<file path="src/rtl/ir_car_scheduler.sv">
// Frame-paced scheduler sharing one IR transmitter among four cars.
// Each frame serves every enabled slot once, lowest index first.
module ir_car_scheduler #(
    parameter logic [7:0] BASE_ADDR   = 8'h90,
    parameter int         FRAME_MAX   = 5000000,
    parameter int         TIMEOUT_MAX = 4000000
) (
    input  logic       CLK,
    input  logic       RST,
    input  logic [7:0] BUS_ADDR,
    input  logic [7:0] BUS_DATA,
    input  logic       BUS_WE,
    input  logic       PACK_DONE,
    output logic [3:0] CAR_SEL,
    output logic [3:0] COMMAND,
    output logic       PACK_STROBE,
    output logic       PACK_GEN_EN,
    output logic       OVERRUN,
    output logic       TIMEOUT
);

    localparam int FW = $clog2(FRAME_MAX);
    localparam int WW = $clog2(TIMEOUT_MAX + 1);

    typedef enum logic [1:0] {S_IDLE, S_LOAD, S_WAIT} state_t;

    state_t        state_q, state_d;
    logic [7:0]    slot_q [4];
    logic [7:0]    slot_d [4];
    logic [FW-1:0] frame_q, frame_d;
    logic [WW-1:0] wait_q, wait_d;
    logic [1:0]    idx_q, idx_d;
    logic [3:0]    car_q, car_d;
    logic [3:0]    cmd_q, cmd_d;
    logic          strobe_q, strobe_d;
    logic          gen_q, gen_d;

    logic       tick, load, wait_exit, wait_tmo;
    logic       first_vld, next_vld;
    logic [1:0] first_idx, next_idx;

    always_comb begin
        tick    = (frame_q == FW'(FRAME_MAX - 1));
        frame_d = tick ? '0 : frame_q + 1'b1;

        for (int i = 0; i < 4; i++) begin
            slot_d[i] = slot_q[i];
            if (BUS_WE && BUS_ADDR == BASE_ADDR + 8'(i))
                slot_d[i] = BUS_DATA;
        end

        // Scan downward so the lowest matching index wins.
        first_vld = 1'b0;
        first_idx = 2'd0;
        next_vld  = 1'b0;
        next_idx  = 2'd0;
        for (int i = 3; i >= 0; i--) begin
            if (slot_q[i][7]) begin
                first_vld = 1'b1;
                first_idx = 2'(i);
            end
            if (slot_q[i][7] && 2'(i) > idx_q) begin
                next_vld = 1'b1;
                next_idx = 2'(i);
            end
        end

        wait_tmo  = (wait_q == WW'(TIMEOUT_MAX));
        wait_exit = PACK_DONE || wait_tmo;

        state_d = state_q;
        idx_d   = idx_q;
        wait_d  = '0;
        load    = 1'b0;
        unique case (state_q)
            S_IDLE: begin
                if (tick && first_vld) begin
                    load  = 1'b1;
                    idx_d = first_idx;
                end
            end
            S_LOAD: begin
                state_d = S_WAIT;
                wait_d  = WW'(1);
            end
            S_WAIT: begin
                if (wait_exit) begin
                    if (next_vld) begin
                        load  = 1'b1;
                        idx_d = next_idx;
                    end else begin
                        state_d = S_IDLE;
                    end
                end else begin
                    wait_d = wait_q + 1'b1;
                end
            end
            default: state_d = S_IDLE;
        endcase
        if (load)
            state_d = S_LOAD;

        // Outputs are registered from the next state; the command is
        // snapshotted at selection so later slot writes cannot disturb it.
        strobe_d = load;
        gen_d    = load || (state_d == S_WAIT);
        car_d    = 4'b0000;
        cmd_d    = 4'b0000;
        if (load) begin
            car_d = 4'b1000 >> idx_d;
            cmd_d = slot_q[idx_d][3:0];
        end else if (state_d == S_WAIT) begin
            car_d = car_q;
            cmd_d = cmd_q;
        end
    end

    always_ff @(posedge CLK) begin
        if (RST) begin
            state_q  <= S_IDLE;
            frame_q  <= '0;
            wait_q   <= '0;
            idx_q    <= 2'd0;
            car_q    <= 4'b0000;
            cmd_q    <= 4'b0000;
            strobe_q <= 1'b0;
            gen_q    <= 1'b0;
            for (int i = 0; i < 4; i++)
                slot_q[i] <= 8'h00;
        end else begin
            state_q  <= state_d;
            frame_q  <= frame_d;
            wait_q   <= wait_d;
            idx_q    <= idx_d;
            car_q    <= car_d;
            cmd_q    <= cmd_d;
            strobe_q <= strobe_d;
            gen_q    <= gen_d;
            for (int i = 0; i < 4; i++)
                slot_q[i] <= slot_d[i];
        end
    end

    assign CAR_SEL     = car_q;
    assign COMMAND     = cmd_q;
    assign PACK_STROBE = strobe_q;
    assign PACK_GEN_EN = gen_q;
    assign OVERRUN     = tick && (state_q != S_IDLE);
    assign TIMEOUT     = (state_q == S_WAIT) && wait_tmo && !PACK_DONE;

endmodule

</file>
<file path="config.mk">
export PLATFORM = sky130hd
export DESIGN_NAME = ir_car_scheduler
export DESIGN_NICKNAME = d
export VERILOG_FILES = /design/src/rtl/ir_car_scheduler.sv
export SDC_FILE = /design/constraint.sdc
export NUM_CORES = 1
export LEC_CHECK = 0
export CORE_ASPECT_RATIO = 0.5
export CORE_UTILIZATION = 50
export DETAILED_ROUTE_END_ITERATION = 12
export DONT_BUFFER_PORTS = 1
export SYNTH_ARGS = -nofsm -noshare
export SYNTH_HDL_FRONTEND = slang
export SYNTH_SLANG_ARGS = --single-unit
</file>
<file path="constraint.sdc">
create_clock -name CLK -period 3.41 [get_ports CLK]
set_input_delay 0.341 -clock CLK [delete_from_list [all_inputs] [get_ports CLK]]
set_output_delay 0.341 -clock CLK [all_outputs]
set_load 0.02 [all_outputs]
</file>
==> qor_table.md, run 1 <==
| Result | Value |
|---|---|
| Cell at the root of the clock tree | sky130_fd_sc_hd__clkbuf_16 |
| Fin. Hold Viols | 0 |
| Final ANT Viol Nets | 0 |
| Peak ir drop on the vdd network | 281.0 uV |
| Number of sinks handled by clock tree synthesis | 79 |
| WP buf/inv | 0 |
| Chip Width | 122.4 um |
| Total of fill cells in the finished design | 593 |
| Final Max Slew Viols | 0 |
| Met3 WL | 356 um |
| Half-perimeter wire length of the detailed placement result | 5.301 mm |
| Clock tree from TritonCTS | built |
| Non-filler instance count after layout | 493 |
| Total detailed-routing wirelength | 7.408 mm |
| End point of the critical path | COMMAND[2] |
| H-tree depth | 3 |
| Vertical die dimension | 62.22 um |
| Logic depth of the worst setup path including buffers | 8 |
| Critical R2R Launch | frame_q[0] |
| Reg-to-reg endpoint | COMMAND[2] |
| Instance count after placement with tap cells included | 477 |
| Top layer reached by signal wires | met4 |
| Total congestion overflow | 0 |
| Proportion of layout cells with a drive suffix above 1 | 9.975% |
| Setup repair after global routing missed its margin | no |
| Register-to-register setup slack | 700 ps |
| Worst hold path type | in2reg |
| Layout-stage area growth over the synthesis result | 10.73% |
| Final Net Count | 423 |
| Maximum clock path buffer count | 2 |
| Highest achievable clock rate | 368.6 MHz |
| Critical Path RT | 3630 ps |
| Actual slew at the worst max-slew pin | 742.2 ps |
| Largest incremental delay on the critical path | 630 ps |
| FFs w/ async S/R, synth | 0% |
| Post-detailed-route wirelength per cell | 15.03 um |
| Most area-hungry cell type in the Yosys netlist | sky130_fd_sc_hd__dfxtp_1 |
| Most used standard cell by instance count after synthesis | sky130_fd_sc_hd__dfxtp_1 |
| Total routing resource utilization after global routing | 21.67% |
| Iteration-0 DRC count of the detailed router | 161 |
| Final Skew | 6.483 ps |
| Starting Density | 53.08% |
| Vias per Instance | 5.560 |
| Flip-flop and latch count after synthesis | 79 |
| Final critical path time including I/O delays and setup | 2713 ps |
| Post-CTS Setup Bufs | 0 |
| Final standard cell utilization of the core | 58.77% |
| Run status | completed |
| Sequential cell area fraction in the yosys report | 43.62% |
| Insertion delay to the later sink of the worst-skew pair | 330 ps |
| Worst r2r path cells | 8 |
| Synthesized Nets | 419 |
| Core area | 6832 um2 |
| Capturing element type of the critical path | flop |
| Boundary pin count | 32 |
| Final period util | 79.55% |
| Static leakage power | 1.587 nW |
| Final number of setup-violating endpoints | 0 |
| Start point of the critical path | frame_q[0] |
| Count of antenna diodes in the layout | 0 |
| Final sum of negative setup slack | 0 ps |
| Worst-case headroom to the max-slew limit | 49.73% |
| Clock transition at the registers of the reported paths | 60 ps |
| Weighted congestion reported at the end of routability-driven placement | 0.8630 |
| Floorplan row count | 21 |
| Class of the most critical setup path | reg2reg |
| Global-route wire length before repair | 12.75 mm |
| Post-cts hold buffer count | 0 |
| Vias after detailed routing | 2741 |
| Highest fanout seen on the critical path | 6 |
| Worst Path Arrival | 2930 ps |
| CP max-delay cell | sky130_fd_sc_hd__o311ai_1 |
| Wire length on met2 | 3.382 mm |
| Count of mapped cells out of synthesis | 392 |
| Synth top cells by count | sky130_fd_sc_hd__dfxtp_1, sky130_fd_sc_hd__nor2_1, sky130_fd_sc_hd__mux2i_1 |
| Cell Pwr Density | 482.2 nW/um2 |
| Cell-by-cell trace of the critical path | ha_1 > nand2_1 > nor4_2 > nand3_1 > o21a_1 > o311ai_1 > nor2_1 > a221o_1 |
| Wire length on met1 | 3.602 mm |
| Die ar. | 7617 um2 |
| Instance area after placement | 3704 um2 |
| Area of all placed cells without fillers | 4015 um2 |
| Syn avg cell area | 9.250 um2 |
| Post-synth cell types | 57 |
| Dominant register cell in the synthesized netlist | sky130_fd_sc_hd__dfxtp_1 |
| Biggest area contributors in the synthesized netlist | sky130_fd_sc_hd__dfxtp_1, sky130_fd_sc_hd__nor2_1, sky130_fd_sc_hd__mux2i_1 |
| Largest net degree at the start of global routing | 29 |
| Max-cap violation count | 0 |
| Number of CTS-inserted buffers | 9 |
| EDFF count, synth | 0 |
| Family with the most delay on the worst path | compound AO/OA/AOI/OAI gates |
| Count of input and output buffers | 0 |
| Post-synthesis instance area | 3626 um2 |
| Total of cells resized after clock tree synthesis | 0 |
| Worst setup SP type | flop |
| Number of warnings reported in the yosys synthesis log | 0 |
| Via count of the first global-routing pass | 2689 |
| DRC viols | 0 |
| Share of the synthesized area in the top cell type | 43.62% |
| Initial antenna violation count | 0 |
| First-pass iteration count of the detailed router | 4 |
## where the power goes
part / switching, mW / leakage (nW) / internal [mW]
combinational: 0.0116 / 0.801 / 0.00839
sequential: 0.00447 / 0.637 / 0.928
clock: 0.357 / 0.149 / 0.627
total: 0.373 / 1.59 / 1.56
## per-layer routing
layer | vias up | GRT usage (%)
met1 | 1304 | 27.69
met5 | - | 0
met4 | 0 | 8.079
li1 | 1375 | -
met2 | 56 | 34.83
met3 | 6 | 5.882
## cell type report
class	instances	area, um2	area share (%)
well taps	92	115.1	2.867
inverters	11	41.29	1.028
clock buffers	14	274.0	6.825
clock inverters	2	37.54	0.9349
flip-flops and latches	79	1582	39.39
repair buffers	4	30.03	0.7479
multi-input cells	291	1936	48.21
## cells by family after synthesis
logic type	synth area share, %
and+or+nand+nor	25.98
DFF	43.62
xor gates and xnor gates	9.420
AOI/OAI and AO/OA	7.488
muxes	8.075
buffers and inverters	3.002
adders and majority gates	2.415
## flip-flops by register name (all words and copies together) (netlist names)
register	cells
frame_q	23
wait_q	22
slot_q	20
CAR_SEL	4
COMMAND	4
idx_q	2
state_q	2
PACK_GEN_EN	1
PACK_STROBE	1
## how the worst min path moves through the flow
stage / from / endpoint / slack (ps) / cells past startpoint
after floorplan: frame_q[0] / frame_q[0] / 430 / 1
after detailed placement: RST / state_q[0] / 410 / 1
after global routing: RST / slot_q[2][0] / 70 / 1
final: RST / slot_q[3][7] / 70 / 1
after global placement: RST / slot_q[3][7] / 420 / 1
after CTS: RST / slot_q[3][7] / 60 / 1
## cell usage in the layout, fill, tap and decap left out, types with 3 or more instances in the layout
cell type / count
sky130_fd_sc_hd__nand4_1: 5
sky130_fd_sc_hd__a221o_1: 4
sky130_fd_sc_hd__nand3_1: 23
sky130_fd_sc_hd__and2_1: 6
sky130_fd_sc_hd__inv_1: 11
sky130_fd_sc_hd__clkbuf_16: 9
sky130_fd_sc_hd__ha_1: 7
sky130_fd_sc_hd__o21ai_0: 4
sky130_fd_sc_hd__xor2_1: 23
sky130_fd_sc_hd__nor2_1: 76
sky130_fd_sc_hd__dfxtp_1: 79
sky130_fd_sc_hd__nor3b_1: 3
sky130_fd_sc_hd__a21oi_1: 5
sky130_fd_sc_hd__nor3_1: 8
sky130_fd_sc_hd__clkbuf_8: 3
sky130_fd_sc_hd__mux2i_1: 24
sky130_fd_sc_hd__or2_2: 5
sky130_fd_sc_hd__buf_4: 4
sky130_fd_sc_hd__xnor2_1: 16
sky130_fd_sc_hd__nand2_1: 21
sky130_fd_sc_hd__and3_1: 11
sky130_fd_sc_hd__nor4_1: 5
## through the flow
stage          setup slack [ps]  hold WS, ps  power, mW
6_report                  697.4        74.17      1.936
5_1_grt                   431.9        66.17      2.013
4_1_cts                   685.6        64.00      1.958
3_5_place_dp              720.6        414.3     0.9722
3_3_place_gp              758.1        415.0     0.9715
2_1_floorplan             912.7        429.7     0.9725
Power figures use the tool's default switching activity.
==> run 2, diff against run 1 <==
--- a/config.mk
+++ b/config.mk
@@ -9,6 +9,7 @@
 export CORE_UTILIZATION = 50
 export DETAILED_ROUTE_END_ITERATION = 12
 export DONT_BUFFER_PORTS = 1
+export PLACE_DENSITY = 0.68
 export SYNTH_ARGS = -nofsm -noshare
 export SYNTH_HDL_FRONTEND = slang
 export SYNTH_SLANG_ARGS = --single-unit
==> constraint.sdc (replaced) <==
create_clock -name CLK -period 2.37 [get_ports CLK]
set_input_delay 0.237 -clock CLK [delete_from_list [all_inputs] [get_ports CLK]]
set_output_delay 0.237 -clock CLK [all_outputs]
set_load 0.02 [all_outputs]
==> run 2 against run 1 <==
Against the previous run:
- the flow now finishes with violations (negative setup slack)
- sequential power increased by 44%
- combinational power increased to 2.6 times the previous value
- critical path type unchanged
- global-route usage increased by 2.3 points
- non-clock buffer count increased by 64
- final cell count increased by 13%
- first-iteration DRC count decreased by 5.6%
- highest routed layer unchanged
- clock skew decreased by 2.3 ps
- sequential cell count unchanged
- worst hold slack got worse by 27 ps
- die area unchanged
==> qor_table.md, run 2 (same netlist as run 1, synthesis figures left out) <==
| Result | Value | Delta |
|---|---|---|
| Cell count of the worst hold path | 2 | +1 |
| Setup repair after global routing missed its margin | yes |  |
| Chip Width | 122.4 um | unchanged |
| Clock tree from TritonCTS | built |  |
| Iteration-0 DRC count of the detailed router | 152 | -5.6% |
| H-tree depth | 3 | unchanged |
| Final worst setup slack | -108.5 ps | -805.9 ps |
| Boundary pin count | 32 | unchanged |
| Weighted congestion reported at the end of routability-driven placement | 0.8510 | -1.4% |
| Number of CTS-inserted buffers | 9 | unchanged |
| Most frequent cells in the layout | sky130_fd_sc_hd__dfxtp_1, sky130_fd_sc_hd__nor2_1, sky130_fd_sc_hd__buf_4, sky130_fd_sc_hd__mux2i_1 |  |
| Floorplan row count | 21 | unchanged |
| Final number of setup-violating endpoints | 4 | +4 |
| First-pass iteration count of the detailed router | 4 | unchanged |
| Capturing element type of the critical path | flop |  |
| Worst-case headroom to the max-slew limit | 33.20% | -17 points |
| Highest fanout seen on the critical path | 8 | +2 |
| Layout-stage area growth over the synthesis result | 26.29% |  |
| Actual slew at the worst max-slew pin | 998.7 ps | +256.5 ps |
| Total detailed-routing wirelength | 8.180 mm | +10% |
| Leading cell type in the layout, fill and taps excluded | sky130_fd_sc_hd__dfxtp_1 |  |
| Final Max Slew Viols | 0 | unchanged |
| Failing checks | negative setup slack |  |
| Cell at the root of the clock tree | sky130_fd_sc_hd__clkbuf_16 |  |
| Class of the most critical setup path | reg2reg |  |
| DRC viols | 0 | unchanged |
| Total routing resource utilization after global routing | 23.97% | +2.3 points |
| Number of sinks handled by clock tree synthesis | 79 | unchanged |
| Worst hold path type | in2reg |  |
| Initial antenna violation count | 0 | unchanged |
| Final standard cell utilization of the core | 67.03% | +8.3 points |
| Worst setup SP type | flop |  |
| Run status | complete, but fails checks |  |
| Non-filler instance count after layout | 557 | +13% |
| Post-detailed-route wirelength per cell | 14.69 um | -2.3% |
| Via count of the first global-routing pass | 3089 | +15% |
| Registers with the most flip-flops | frame_q (23), wait_q (22), slot_q (20) |  |
| Starting Density | 53.08% | unchanged |
| Worst Path Arrival | 2700 ps | -230 ps |
| Half-perimeter wire length of the detailed placement result | 5.712 mm | +7.7% |
| Instance area after placement | 4140 um2 | +12% |
| Worst r2r path cells | 9 | +1 |
| Area of all placed cells without fillers | 4579 um2 | +14% |
| Die ar. | 7617 um2 | unchanged |
| Insertion delay to the later sink of the worst-skew pair | 340 ps | about the same |
| Highest achievable clock rate | 403.5 MHz | +9.4% |
| Core area | 6832 um2 | unchanged |
| Max reg flops | 23 | unchanged |
| Most flop-heavy register | frame_q |  |
| Cell Pwr Density | 617.9 nW/um2 | +28% |
| Static leakage power | 1.949 nW | +23% |
| Clock transition at the registers of the reported paths | 60 ps | about the same |
| Largest incremental delay on the critical path | 550 ps | -80 ps |
| Count of input and output buffers | 0 | unchanged |
| Cell-by-cell trace of the critical path | or4bb_4 > nor4_4 > nand3_1 > a32oi_2 > buf_6 > buf_6 > mux2i_1 > nor2_1 > a221o_1 |  |
| Cell mode on critical path | sky130_fd_sc_hd__buf_6 |  |
| Count of antenna diodes in the layout | 0 | unchanged |
| Largest net degree at the start of global routing | 27 | -6.9% |
| Critical Path RT | 2590 ps | -1040 ps |
| Vias per Instance | 5.399 | -2.9% |
| Final Net Count | 487 | +15% |
| Final critical path time including I/O delays and setup | 2479 ps | -234.1 ps |
| Maximum clock path buffer count | 2 | unchanged |
| Final period util | 104.6% | +25 points |
| Final Skew | 4.225 ps | -2.258 ps |
| Global-route wire length before repair | 14.13 mm | +11% |
| Vias after detailed routing | 3007 | +9.7% |
| Fin. Hold Viols | 0 | unchanged |
| Proportion of layout cells with a drive suffix above 1 | 25.16% | +15 points |
| Final ANT Viol Nets | 0 | unchanged |
| Peak ir drop on the vdd network | 434.5 uV | +55% |
| Vertical die dimension | 62.22 um | unchanged |
| Total congestion overflow | 0 | unchanged |
| Instance count after placement with tap cells included | 535 | +12% |
| CP max-delay cell | sky130_fd_sc_hd__or4bb_4 |  |
| Max-cap violation count | 0 | unchanged |
run 2: changes by cell type in the layout (fill, tap and decap cells not counted), sizes merged:
| cell | change |
|---|---|
| buf | +63 |
| bufinv | +1 |
| clkbuf | -5 |
| clkinv | +4 |
| dlygate4sd3 | +1 |
run 2: final timing paths:
check / from / endpoint / slack [ps]
setup / recovery: wait_q[12] / COMMAND[1] / -110
hold / removal: BUS_DATA[3] / slot_q[1][3] / 50
hold reg to reg: slot_q[3][0] / slot_q[3][0] / 500
setup reg to reg: wait_q[12] / COMMAND[1] / -110
run 2: repair_timing:
| action | 4_1_cts | 5_1_grt |
|---|---|---|
| resized for setup | 8 | 12 |
| endpoints found under the setup margin | 9 | 9 |
| hold buffers | 1 | 0 |
| setup buffers | 4 | 1 |
| pin swaps | 5 | 4 |
| hold endpoints to repair | 26 | 0 |
run 2: area by class of cell:
type / instances / area (um2)
clock buffers: 9 / 225.2
clock inverters: 7 / 87.58
fillers: 564 / 2252
inverters: 11 / 41.29
multi-input cells: 291 / 2002
flip-flops and latches: 79 / 1584
well taps: 92 / 115.1
repair buffers: 68 / 524.3
run 2: per-layer routing:
| layer | up-vias | part of all wire [%] | GRT usage [%] |
|---|---|---|---|
| met1 | 1437 | 46 | 28.77 |
| li1 | 1506 | - | - |
| met4 | 0 | 1.7 | 7.622 |
| met3 | 11 | 4.0 | 8.824 |
| met5 | - | 0 | 0 |
| met2 | 53 | 48 | 39.61 |
run 2: worst max-delay path, delay by kind of cell (launching register included):
family                 cells  cell delay [ps]
and+or+nand+nor            4             1070
AOI/OAI and AO/OA          2              480
DFF                        1              320
buffers and inverters      2              310
muxes                      1              190
run 2: per-stage QoR:
stage	worst slack (ps)	power (mW)	hold WS (ps)	TNS [ps]
global route	-198.8	2.934	54.50	-806.8
global placement	-140.2	1.408	309.2	-471.7
CTS	-127.1	2.860	37.81	-455.5
finish	-108.5	2.830	47.55	-329.1
floorplan	-108.9	1.399	380.9	-257.3
detailed placement	-246.2	1.409	310.1	-975.0
run 2: power breakdown:
part | total [mW] | switching [mW] | internal, mW
clock network | 1.44 | 0.527 | 0.913
registers | 1.34 | 0.00378 | 1.33
logic | 0.0515 | 0.0290 | 0.0225
==> run 3, diff against run 2 <==
--- a/config.mk
+++ b/config.mk
@@ -7,6 +7,7 @@
 export LEC_CHECK = 0
 export CORE_ASPECT_RATIO = 0.5
 export CORE_UTILIZATION = 50
+export CTS_BUF_LIST = sky130_fd_sc_hd__clkbuf_8
 export DETAILED_ROUTE_END_ITERATION = 12
 export DONT_BUFFER_PORTS = 1
 export PLACE_DENSITY = 0.68
==> run 3 against run 2 <==
Against the previous run:
- the flow still finishes with violations (negative setup slack)
- maximum frequency is 0.31% higher
- sequential power about the same
- worst setup slack better by 7.6 ps
- count of clock-buffer cells in the layout unchanged
- worst hold slack lost 16 ps
- die area unchanged
- final cell count stayed put
- clock skew is 4.3 ps higher
- final area down 1.9%
- sequential cell count unchanged
- largest cell class unchanged
- highest routed layer unchanged
==> qor_table.md, run 3 (same netlist as run 1, synthesis figures left out) <==
| Result | Value | Delta |
|---|---|---|
| Pwr Total | 2.449 mW | -13% |
| Max reg flops | 23 | unchanged |
| Worst Path Arrival | 2710 ps | about the same |
| Final number of setup-violating endpoints | 6 | +2 |
| Post-detailed-route wirelength per cell | 14.37 um | -2.1% |
| Floorplan row count | 21 | unchanged |
| Final Skew | 8.522 ps | +4.297 ps |
| Final Net Count | 487 | unchanged |
| Actual slew at the worst max-slew pin | 962.8 ps | -35.91 ps |
| Iteration-0 DRC count of the detailed router | 151 | -0.66% |
| Proportion of layout cells with a drive suffix above 1 | 25.81% | +0.65 points |
| Final standard cell utilization of the core | 65.77% | -1.3 points |
| Largest incremental delay on the critical path | 550 ps | about the same |
| Family with the most delay on the worst path | simple AND/OR/NAND/NOR gates |  |
| Maximum clock path buffer count | 2 | unchanged |
| Final Max Slew Viols | 0 | unchanged |
| Worst-case headroom to the max-slew limit | 35.60% | +2.4 points |
| DRC viols | 0 | unchanged |
| Critical Path RT | 2610 ps | +20 ps |
| CP max-delay cell | sky130_fd_sc_hd__or4bb_4 |  |
| Cell-by-cell trace of the critical path | or4bb_4 > nor4_4 > buf_4 > a21oi_4 > o22ai_2 > a211oi_2 > and2_4 > a221o_1 |  |
| Clock tree from TritonCTS | built |  |
| Most flop-heavy register | frame_q |  |
| Peak ir drop on the vdd network | 272.0 uV | -37% |
| Proportion of power drawn by combinational gates | 2.1% | +0.3 points |
| Initial antenna violation count | 0 | unchanged |
| Worst slack at placement | -246.2 ps | unchanged |
| Count of input and output buffers | 0 | unchanged |
| H-tree depth | 3 | unchanged |
| Leading cell type in the layout, fill and taps excluded | sky130_fd_sc_hd__nor2_1 |  |
| Vias after detailed routing | 2988 | -0.63% |
| Final critical path time including I/O delays and setup | 2471 ps | -7.626 ps |
| Failing checks | negative setup slack |  |
| Switching Power | 509.1 uW | -9.0% |
| WP buf/inv | 1 | -1 |
| Final worst setup slack | -100.9 ps | +7.626 ps |
| Boundary pin count | 32 | unchanged |
| First-pass iteration count of the detailed router | 4 | unchanged |
| Number of sinks handled by clock tree synthesis | 79 | unchanged |
| Count of antenna diodes in the layout | 0 | unchanged |
| Total detailed-routing wirelength | 8.005 mm | -2.1% |
| Most frequent cells in the layout | sky130_fd_sc_hd__nor2_1, sky130_fd_sc_hd__dfxtp_1, sky130_fd_sc_hd__buf_4, sky130_fd_sc_hd__mux2i_1 |  |
| Insertion delay to the later sink of the worst-skew pair | 350 ps | about the same |
| Via count of the first global-routing pass | 3058 | -1.0% |
| Final sum of negative setup slack | -504.6 ps | -175.5 ps |
| Static leakage power | 1.906 nW | -2.2% |
| Final period util | 104.3% | -0.32 points |
| Half-perimeter wire length of the detailed placement result | 5.712 mm | unchanged |
| Number of CTS-inserted buffers | 9 | unchanged |
| Clock transition at the registers of the reported paths | 80 ps | +20 ps |
| Switching share of power | 20.79% | +1.0 points |
| Largest net degree at the start of global routing | 27 | unchanged |
| Vertical die dimension | 62.22 um | unchanged |
| Capturing element type of the critical path | flop |  |
| Hold slack final | 31.09 ps | -16.46 ps |
| Sequential share of power | 54.6% | +7.3 points |
| Starting Density | 53.08% | unchanged |
| Registers with the most flip-flops | frame_q (23), wait_q (22), slot_q (20) |  |
| Clock share of power | 43.4% | -7.5 points |
| Core area | 6832 um2 | unchanged |
| Weighted congestion reported at the end of routability-driven placement | 0.8510 | unchanged |
| Vias per Instance | 5.364 | -0.63% |
| Total congestion overflow | 0 | unchanged |
| Setup repair after global routing missed its margin | yes |  |
| Chip Width | 122.4 um | unchanged |
| Cell Pwr Density | 545.0 nW/um2 | -12% |
| Cell at the root of the clock tree | sky130_fd_sc_hd__clkbuf_8 |  |
| Internal Pwr Total | 1.940 mW | -15% |
| Run status | complete, but fails checks |  |
| Final ANT Viol Nets | 0 | unchanged |
| Max-cap violation count | 0 | unchanged |
| Die ar. | 7617 um2 | unchanged |
| Highest achievable clock rate | 404.7 MHz | +0.31% |
| Layout-stage area growth over the synthesis result | 23.91% |  |
| Highest fanout seen on the critical path | 8 | unchanged |
| Global-route wire length before repair | 13.66 mm | -3.3% |
| Fin. Hold Viols | 0 | unchanged |
| Class of the most critical setup path | reg2reg |  |
| Total routing resource utilization after global routing | 22.92% | -1.0 points |
| Worst setup SP type | flop |  |
| Total of fill cells in the finished design | 572 | +1.4% |
| Worst hold path type | in2reg |  |
-- run 3: timing repair --
action | CTS | global route
pin swaps | 8 | 10
endpoints found under the setup margin | 9 | 9
hold buffers | 1 | 0
setup buffers | 4 | 1
hold endpoints to repair | 26 | 0
gates resized for setup | 8 | 16
-- run 3: final timing paths --
check | from | depth (start not counted) | slack (ps) | to
worst min register to register | slot_q[0][1] | 2 | 500 | slot_q[0][1]
worst max register to register | wait_q[12] | 8 | -100 | COMMAND[3]
worst max-delay path | wait_q[12] | 8 | -100 | COMMAND[3]
worst min-delay path | BUS_DATA[3] | 2 | 30 | slot_q[1][3]
-- run 3: routing by layer --
metal | up-vias | share of wire (%) | track usage (%)
met1 | 1432 | 47 | 28.15
met5 | - | 0 | 0
met4 | 0 | 2.4 | 9.451
met3 | 22 | 3.0 | 6.342
met2 | 38 | 47 | 37.71
li1 | 1496 | - | -
-- run 3: worst register-to-register path, stage by stage (launching register included) --
cell                       delay (ps)
sky130_fd_sc_hd__dfxtp_2          330
sky130_fd_sc_hd__or4bb_4          550
sky130_fd_sc_hd__nor4_4           330
sky130_fd_sc_hd__buf_4            190
sky130_fd_sc_hd__a21oi_4           70
sky130_fd_sc_hd__o22ai_2          240
sky130_fd_sc_hd__a211oi_2          70
sky130_fd_sc_hd__and2_4           250
sky130_fd_sc_hd__a221o_1          340
-- run 3: area by class of cell --
cell class | instances | area, um2 | area share, %
Clock buffer | 9 | 123.9 | 2.757
Multi-Input combinational cell | 291 | 2011 | 44.75
Sequential cell | 79 | 1587 | 35.31
Inverter | 11 | 41.29 | 0.9190
Timing Repair Buffer | 68 | 528.0 | 11.75
Clock inverter | 7 | 87.58 | 1.949
Tap cell | 92 | 115.1 | 2.562
-- run 3: stage by stage --
stage	cell area [um2]	cells
floorplan	3627	392
global placement	4140	535
detailed placement	4140	535
CTS	4418	556
global route	4493	557
finish	4493	557
-- run 3: power by group through the flow --
stage	sequential, mW	combinational (mW)	clock [mW]
3_5_place_dp	1.37	0.0418	0
4_1_cts	1.34	0.0499	1.09
3_3_place_gp	1.37	0.0411	0
6_report	1.34	0.0509	1.06
2_1_floorplan	1.37	0.0309	0
5_1_grt	1.34	0.0551	1.15
